===== src/rtl/picorv32_arb_pkg.sv =====
// Shared types and constants for the two-port PicoRV32 memory arbiter.
// Imported by picorv32_mem_arbiter and picorv32_arb_wdog.
package picorv32_arb_pkg;

    typedef enum logic [1:0] {
        IDLE   = 2'd0,
        GRANT0 = 2'd1,
        GRANT1 = 2'd2
    } arb_state_t;

    localparam int DEFAULT_TIMEOUT_CYCLES = 255;
    localparam int WDOG_WIDTH             = 16;

endpackage


===== src/rtl/picorv32_arb_wdog.sv =====
// Grant watchdog: counts stalled grant cycles and flags when the count reaches limit.
// Body exists only when PICORV32_ARB_TIMEOUT_EN is defined.
`ifdef PICORV32_ARB_TIMEOUT_EN
module picorv32_arb_wdog
    import picorv32_arb_pkg::*;
(
    input  logic                  clk,
    input  logic                  resetn,
    input  logic                  clear,
    input  logic                  enable,
    input  logic [WDOG_WIDTH-1:0] limit,
    output logic                  expire
);

    logic [WDOG_WIDTH-1:0] count;

    always_ff @(posedge clk) begin
        if (!resetn) begin
            count <= '0;
        end else if (clear) begin
            count <= '0;
        end else if (enable) begin
            count <= count + WDOG_WIDTH'(1);
        end
    end

    assign expire = (count == limit);

endmodule
`endif


===== src/rtl/picorv32_mem_arbiter.sv =====
// Two-port round-robin arbiter sharing one PicoRV32 native memory interface.
// Optional grant watchdog enabled by defining PICORV32_ARB_TIMEOUT_EN.
module picorv32_mem_arbiter
    import picorv32_arb_pkg::*;
#(
    parameter int TIMEOUT_CYCLES = DEFAULT_TIMEOUT_CYCLES
) (
    input  logic        clk,
    input  logic        resetn,

    input  logic        m0_mem_valid,
    input  logic        m0_mem_instr,
    input  logic [31:0] m0_mem_addr,
    input  logic [31:0] m0_mem_wdata,
    input  logic [3:0]  m0_mem_wstrb,
    output logic        m0_mem_ready,
    output logic [31:0] m0_mem_rdata,

    input  logic        m1_mem_valid,
    input  logic        m1_mem_instr,
    input  logic [31:0] m1_mem_addr,
    input  logic [31:0] m1_mem_wdata,
    input  logic [3:0]  m1_mem_wstrb,
    output logic        m1_mem_ready,
    output logic [31:0] m1_mem_rdata,

    output logic        mem_valid,
    output logic        mem_instr,
    output logic [31:0] mem_addr,
    output logic [31:0] mem_wdata,
    output logic [3:0]  mem_wstrb,
    input  logic        mem_ready,
    input  logic [31:0] mem_rdata,

    output logic        timeout_irq
);

    arb_state_t state, state_next;
    logic       last_grant, last_grant_next;
    logic       timeout;
    logic       done;

    // NOTE: state registers use non-blocking assignments so every flop samples pre-edge values.
    always_ff @(posedge clk) begin
        if (!resetn) begin
            state      <= IDLE;
            last_grant <= 1'b1;
        end else begin
            state      <= state_next;
            last_grant <= last_grant_next;
        end
    end

    assign done = mem_ready || timeout;

    // NOTE: every output of this block gets a default first, so no path can infer a latch.
    always_comb begin
        state_next      = state;
        last_grant_next = last_grant;
        mem_valid       = 1'b0;
        mem_instr       = 1'b0;
        mem_addr        = '0;
        mem_wdata       = '0;
        mem_wstrb       = '0;
        m0_mem_ready    = 1'b0;
        m1_mem_ready    = 1'b0;
        case (state)
            IDLE: begin
                if (m0_mem_valid && m1_mem_valid) begin
                    state_next = last_grant ? GRANT0 : GRANT1;
                end else if (m0_mem_valid) begin
                    state_next = GRANT0;
                end else if (m1_mem_valid) begin
                    state_next = GRANT1;
                end
            end
            GRANT0: begin
                mem_valid    = 1'b1;
                mem_instr    = m0_mem_instr;
                mem_addr     = m0_mem_addr;
                mem_wdata    = m0_mem_wdata;
                mem_wstrb    = m0_mem_wstrb;
                m0_mem_ready = done;
                if (done) begin
                    state_next      = IDLE;
                    last_grant_next = 1'b0;
                end
            end
            GRANT1: begin
                mem_valid    = 1'b1;
                mem_instr    = m1_mem_instr;
                mem_addr     = m1_mem_addr;
                mem_wdata    = m1_mem_wdata;
                mem_wstrb    = m1_mem_wstrb;
                m1_mem_ready = done;
                if (done) begin
                    state_next      = IDLE;
                    last_grant_next = 1'b1;
                end
            end
            default: state_next = IDLE;
        endcase
    end

    // A watchdog completion returns zero data to the granted port only.
    assign m0_mem_rdata = (timeout && state == GRANT0) ? 32'h0000_0000 : mem_rdata;
    assign m1_mem_rdata = (timeout && state == GRANT1) ? 32'h0000_0000 : mem_rdata;
    assign timeout_irq  = timeout;

`ifdef PICORV32_ARB_TIMEOUT_EN
    logic in_grant;
    logic wdog_expire;

    assign in_grant = (state != IDLE);

    picorv32_arb_wdog u_wdog (
        .clk    (clk),
        .resetn (resetn),
        .clear  (!in_grant),
        .enable (in_grant && !mem_ready),
        .limit  (WDOG_WIDTH'(TIMEOUT_CYCLES)),
        .expire (wdog_expire)
    );

    // A real completion on the expiry cycle takes precedence over the watchdog.
    assign timeout = in_grant && wdog_expire && !mem_ready;
`else
    logic [WDOG_WIDTH-1:0] unused_timeout_cycles;

    assign unused_timeout_cycles = WDOG_WIDTH'(TIMEOUT_CYCLES);
    assign timeout               = 1'b0;
`endif

endmodule


===== config.mk =====
export PLATFORM = sky130hd
export DESIGN_NAME = picorv32_mem_arbiter
export DESIGN_NICKNAME = d
export VERILOG_FILES = /design/src/rtl/picorv32_arb_pkg.sv /design/src/rtl/picorv32_arb_wdog.sv /design/src/rtl/picorv32_mem_arbiter.sv
export SDC_FILE = /design/constraint.sdc
export NUM_CORES = 1
export LEC_CHECK = 0
export CAP_MARGIN = 20
export CORE_AREA = 2 2 123 125
export DETAILED_ROUTE_END_ITERATION = 7
export DIE_AREA = 0 0 125 127
export SYNTH_ARGS = -nofsm -noshare
export SYNTH_HDL_FRONTEND = slang
export SYNTH_SLANG_ARGS = --single-unit

===== constraint.sdc =====
create_clock -name clk -period 1.87 [get_ports clk]
set_input_delay 0.374 -clock clk [delete_from_list [all_inputs] [get_ports clk]]
set_output_delay 0.374 -clock clk [all_outputs]
set_load 0.02 [all_outputs]

# Word-level counts from Yosys, hierarchy flattened
# Cells that the tools add are included.
[word_totals] reg_bits=3 output_inout_bits=137
[classes] n_eq_ne=6 mux=16 reduce_logical=6
[op_table] operator="32-bit one-hot mux with 2 select lines" count=2
[op_table] operator="2-bit two-way mux" count=5
[op_table] operator="4-bit one-hot mux with 2 select lines" count=1
[op_table] operator="1-bit two-way mux" count=5
[op_table] operator="2-bit != test (second input constant)" count=2
[op_table] operator="4-bit != test (second input constant)" count=1
[op_table] operator="1-bit one-hot mux with 2 select lines" count=2
[op_table] operator="2-bit one-hot mux with 2 select lines" count=1
[op_table] operator="3-bit AND reduction" count=1
[op_table] operator="2-bit by 1-bit equality test with 1-bit output (second input constant)" count=1
[op_table] operator="2-bit equality test (second input constant)" count=1
[op_table] operator="2-bit zero test" count=1
[op_table] operator="2-bit by 1-bit != test with 1-bit output (second input constant)" count=1
[op_table] operator="2-bit AND reduction" count=1
[op_table] operator="2-bit nonzero test" count=1
[op_table] operator="2-bit OR reduction" count=1
[op_table] operator="1-bit logical AND" count=1

# Logic depth before layout (Yosys ltp)
# Gate-level depths: netlist of run 1.
[depth] word_depth=4 mapped_depth=6

# Worst setup path before layout of run 1
# Ideal clock, no wire load.
[synth_path] path_kind="flip-flop to output port" from="register state[1]" to="output mem_addr[10]" arrival_ps=1428 t_required_ps=1496 setup_slack_ps=68 path_stages_with_launch=6 n_path_buf=2 cell_sequence="dfxtp_1 -> inv_1 -> ha_1 -> buf_4 -> buf_4 -> nor2b_2"
[synth_via] elab_chain_len=2
[synth_rtl] item="from (decl)" line_no="picorv32_mem_arbiter.sv:38" rtl="arb_state_t state, state_next;"
[synth_rtl] item="from (signal assigned)" line_no="picorv32_mem_arbiter.sv:49" rtl="state <= state_next;"
[synth_rtl] item="2-bit equality test / 2-bit by 1-bit equality test with 1-bit output (equally long branches)" line_no="picorv32_mem_arbiter.sv:67" rtl="case (state)"
[synth_rtl] item="32-bit one-hot mux with 2 select lines *" line_no="picorv32_mem_arbiter.sv:67"
[synth_rtl] item="to (decl)" line_no="picorv32_mem_arbiter.sv:29" rtl="output logic [31:0] mem_addr,"
# Every way passes the cells marked *; elsewhere a longest branch is shown, timed or not.

# Worst setup path in the final report of run 1
[layout_path] from="register state[1]" to="output mem_addr[0]"
# The elaborated chain is that of the path after synthesis.

==> metrics.yaml, run 1 <==
antenna_cells: 0
die-width_um: 125
postCtsHoldBufs: 0
max_clock_freq_mhz: 517
cts.clk_slew.worst_paths_ns: 0.03
clock_latency_ns: 0.22
synth_top_family_by_area: "compound AO/OA/AOI/OAI gates"
first_iter_violations: 50
fill_cells: 1469
hold_end: "last_grant$_SDFFE_PN1P_"
p_total_mw: 2.80
violations: "negative setup slack"
wire_per_inst_um: 15.5
startpoint_type: "flop"
cpMostUsedCell: "buf_6"
port_buffers: 214
regArea_um2: 62.6
yosys.area_share.simple_pct: 27.0
cts_buffer_depth: 2
r2r_setup_slack_ns: 0.24
hpwl_mm: 6.60
syn_nets: 431
muxShareOfSynthArea_pct: 0.821
syn-instance-count: 252
layout_common_cells: "142 x clkdlybuf4s50_1, 69 x a22oi_2, 54 x buf_6"
path_class: "flop to primary output"
hold_viol: 0
multiInputGateArea_mm2: 0.00186
ff2ff_path_depth: 8
setup_tns_ns: -2.06
dr.pass1.iters: 4
drt_wl_total_mm: 9.21
layout_commonest_cell: "clkdlybuf4s50_1"
utilization_pct: 33.7
hold_depth: 2
grt_pass1_vias: 2445
grtUsageTotal_pct: 9.74
cts_max_level: 1
crit_buf_inv: 5
drv_slew: 0
rr_endpoint: "state[0]$_SDFFE_PN0P_"
critPathTopFamily: "buffers and inverters"
place.gp.congestion: 0.797
yosysWarningCount: 0
grt_max_degree: 40
nets: 592
io_pins: 312
dieArea_mm2: 0.0159
via_count: 2372
synth-seq-cells: 3
place_area_mm2: 0.00435
max_cap_viol_count: 0
layout_setup_ws_ns: -0.0649
yosysSeqAreaShare_pct: 2.46
area_growth_pct: 99.2
ctsRootBufferMaster: "clkbuf_16"
grt-ovfl-total: 0
vdd_drop_max_mv: 0.289
coreArea_mm2: 0.0144
fin_area_mm2: 0.00486
setup_viol: 51
drcViolationCount: 0
hold_class: "flop to flop"
finalCritPeriodShare_pct: 103
path_max_fanout: 8
grt_setup_unrepaired: "true"
synth-compound-area-share_pct: 36.6
crit_arrival_ns: 1.56
die_h_um: 127
synth_cell_types: 21
hold-worst-slack_ns: 0.493
holdCritStartpoint: "last_grant$_SDFFE_PN1P_"
post-place-ws_ns: -0.331
synthXorXnorAreaFrac_pct: 0
cts_made_buffers: 3
synth_adder_area_share_pct: 2.05
final.min_clock_period_ns: 1.93
placedCellCount: 579
synth.avg_cell_area_um2: 9.68
p_per_area_mw_per_mm2: 576
via_per_inst: 3.98
num_rows: 44
crit_chain: "inv_2 -> buf_6 -> ha_4 -> buf_12 -> clkbuf_16 -> nor2b_4 -> buf_6"
p_leak_nw: 1.67
netlist_area_mm2: 0.00244
grt_pass1_wl_mm: 12.8
cp.required_ns: 1.50
start_util_pct: 16.9
crit_cells: 7
fin_skew_ns: 0.00121
worst_r2r_startpoint: "state[1]$_SDFFE_PN0P_"
status: "finished with violations"
critPathMaxStageDelay_ns: 0.33
drive_gt1_share_pct: 61.4
stdcell_count: 596
end_kind: "primary output"
final_antenna_net_count: 0
cpMaxStageDelayCell: "dfxtp_2"
clock-sinks: 3
tritoncts: "done"
antenna_found_initial: 0
[final cells by class]
class	count	area share [%]
tap	184	4.74
sequential	3	1.29
clock buffer	4	1.62
timing repair buffer	244	53.8
inverter	3	0.232
multi-input combinational	158	38.3
[kinds of logic after synthesis]
group	count (synthesis)
flops	3
buf+inv	91
simple gates	79
compound gates	72
mux	2
other cells	1
fa+ha+maj	4
[cells in the mapped netlist]
library cell,instances,area (µm²)
ha_1,4,50.1
nand4_1,1,6.26
nor2_1,1,3.75
nand2b_1,1,6.26
buf_12,7,140
conb_1,1,3.75
clkbuf_1,3,11.3
o211ai_2,1,12.5
and2_4,1,8.76
inv_1,3,11.3
buf_4,73,548
dfxtp_1,3,60.1
buf_2,2,10.0
a22oi_2,69,863
a21o_1,1,7.51
buf_6,3,33.8
mux2i_1,2,20.0
nor2b_2,70,613
nand2_1,4,15.0
a21oi_2,1,8.76
and2_1,1,6.26
[tightest hold or removal path: cells and delay by family, from the launching register on]
kind	cells	cell delay, ns
flops	1	0.30
buf+inv	1	0.06
compound gates	1	0.08
[power by group]
part | leakage, nW | internal [mW] | switching [mW]
Combinational | 1.61 | 1.40 | 0.976
Clock | 0.0382 | 0.281 | 0.0566
Sequential | 0.0254 | 0.0747 | 0.00606
Total | 1.67 | 1.76 | 1.04
[state kept, by name, summed over array words and instances, names as in the netlist]
signal	flops
last_grant	1
state	2
[per-layer routing]
metal | part of all wire, % | vias up | GRT usage [%]
met1 | 37 | 1092 | 10.8
met4 | 0.67 | 0 | 2.09
met2 | 54 | 129 | 18.7
met5 | 0 | - | 0
li1 | - | 1136 | -
met3 | 8.3 | 15 | 2.51
[worst max path at each step]
stage / startpoint / endpoint / slack [ns]
4_1_cts: state[0]$_SDFFE_PN0P_ / mem_wdata[12] / -0.17
6_report: state[1]$_SDFFE_PN0P_ / mem_addr[0] / -0.06
2_1_floorplan: state[1]$_SDFFE_PN0P_ / mem_addr[10] / 0.07
3_3_place_gp: state[0]$_SDFFE_PN0P_ / mem_wdata[12] / -0.28
3_5_place_dp: state[0]$_SDFFE_PN0P_ / mem_wdata[31] / -0.33
5_1_grt: state[1]$_SDFFE_PN0P_ / mem_wdata[27] / -0.13
[what timing repair did]
action / CTS / global route
gates resized for setup: 336 / 122
setup endpoints to repair: 72 / 70
cloned: 2 / 6
buffers inserted: 3 / 7
pin swaps: 3 / 43
Note: power is estimated with default switching activity, not from simulation.
==> run 2, diff against run 1 <==
- ABC_AREA: unset -> 0
- CTS_CLUSTER_SIZE: unset -> 20
==> results of run 2 <==
The final DEF is identical to that of run 1; final timing and power are the same.
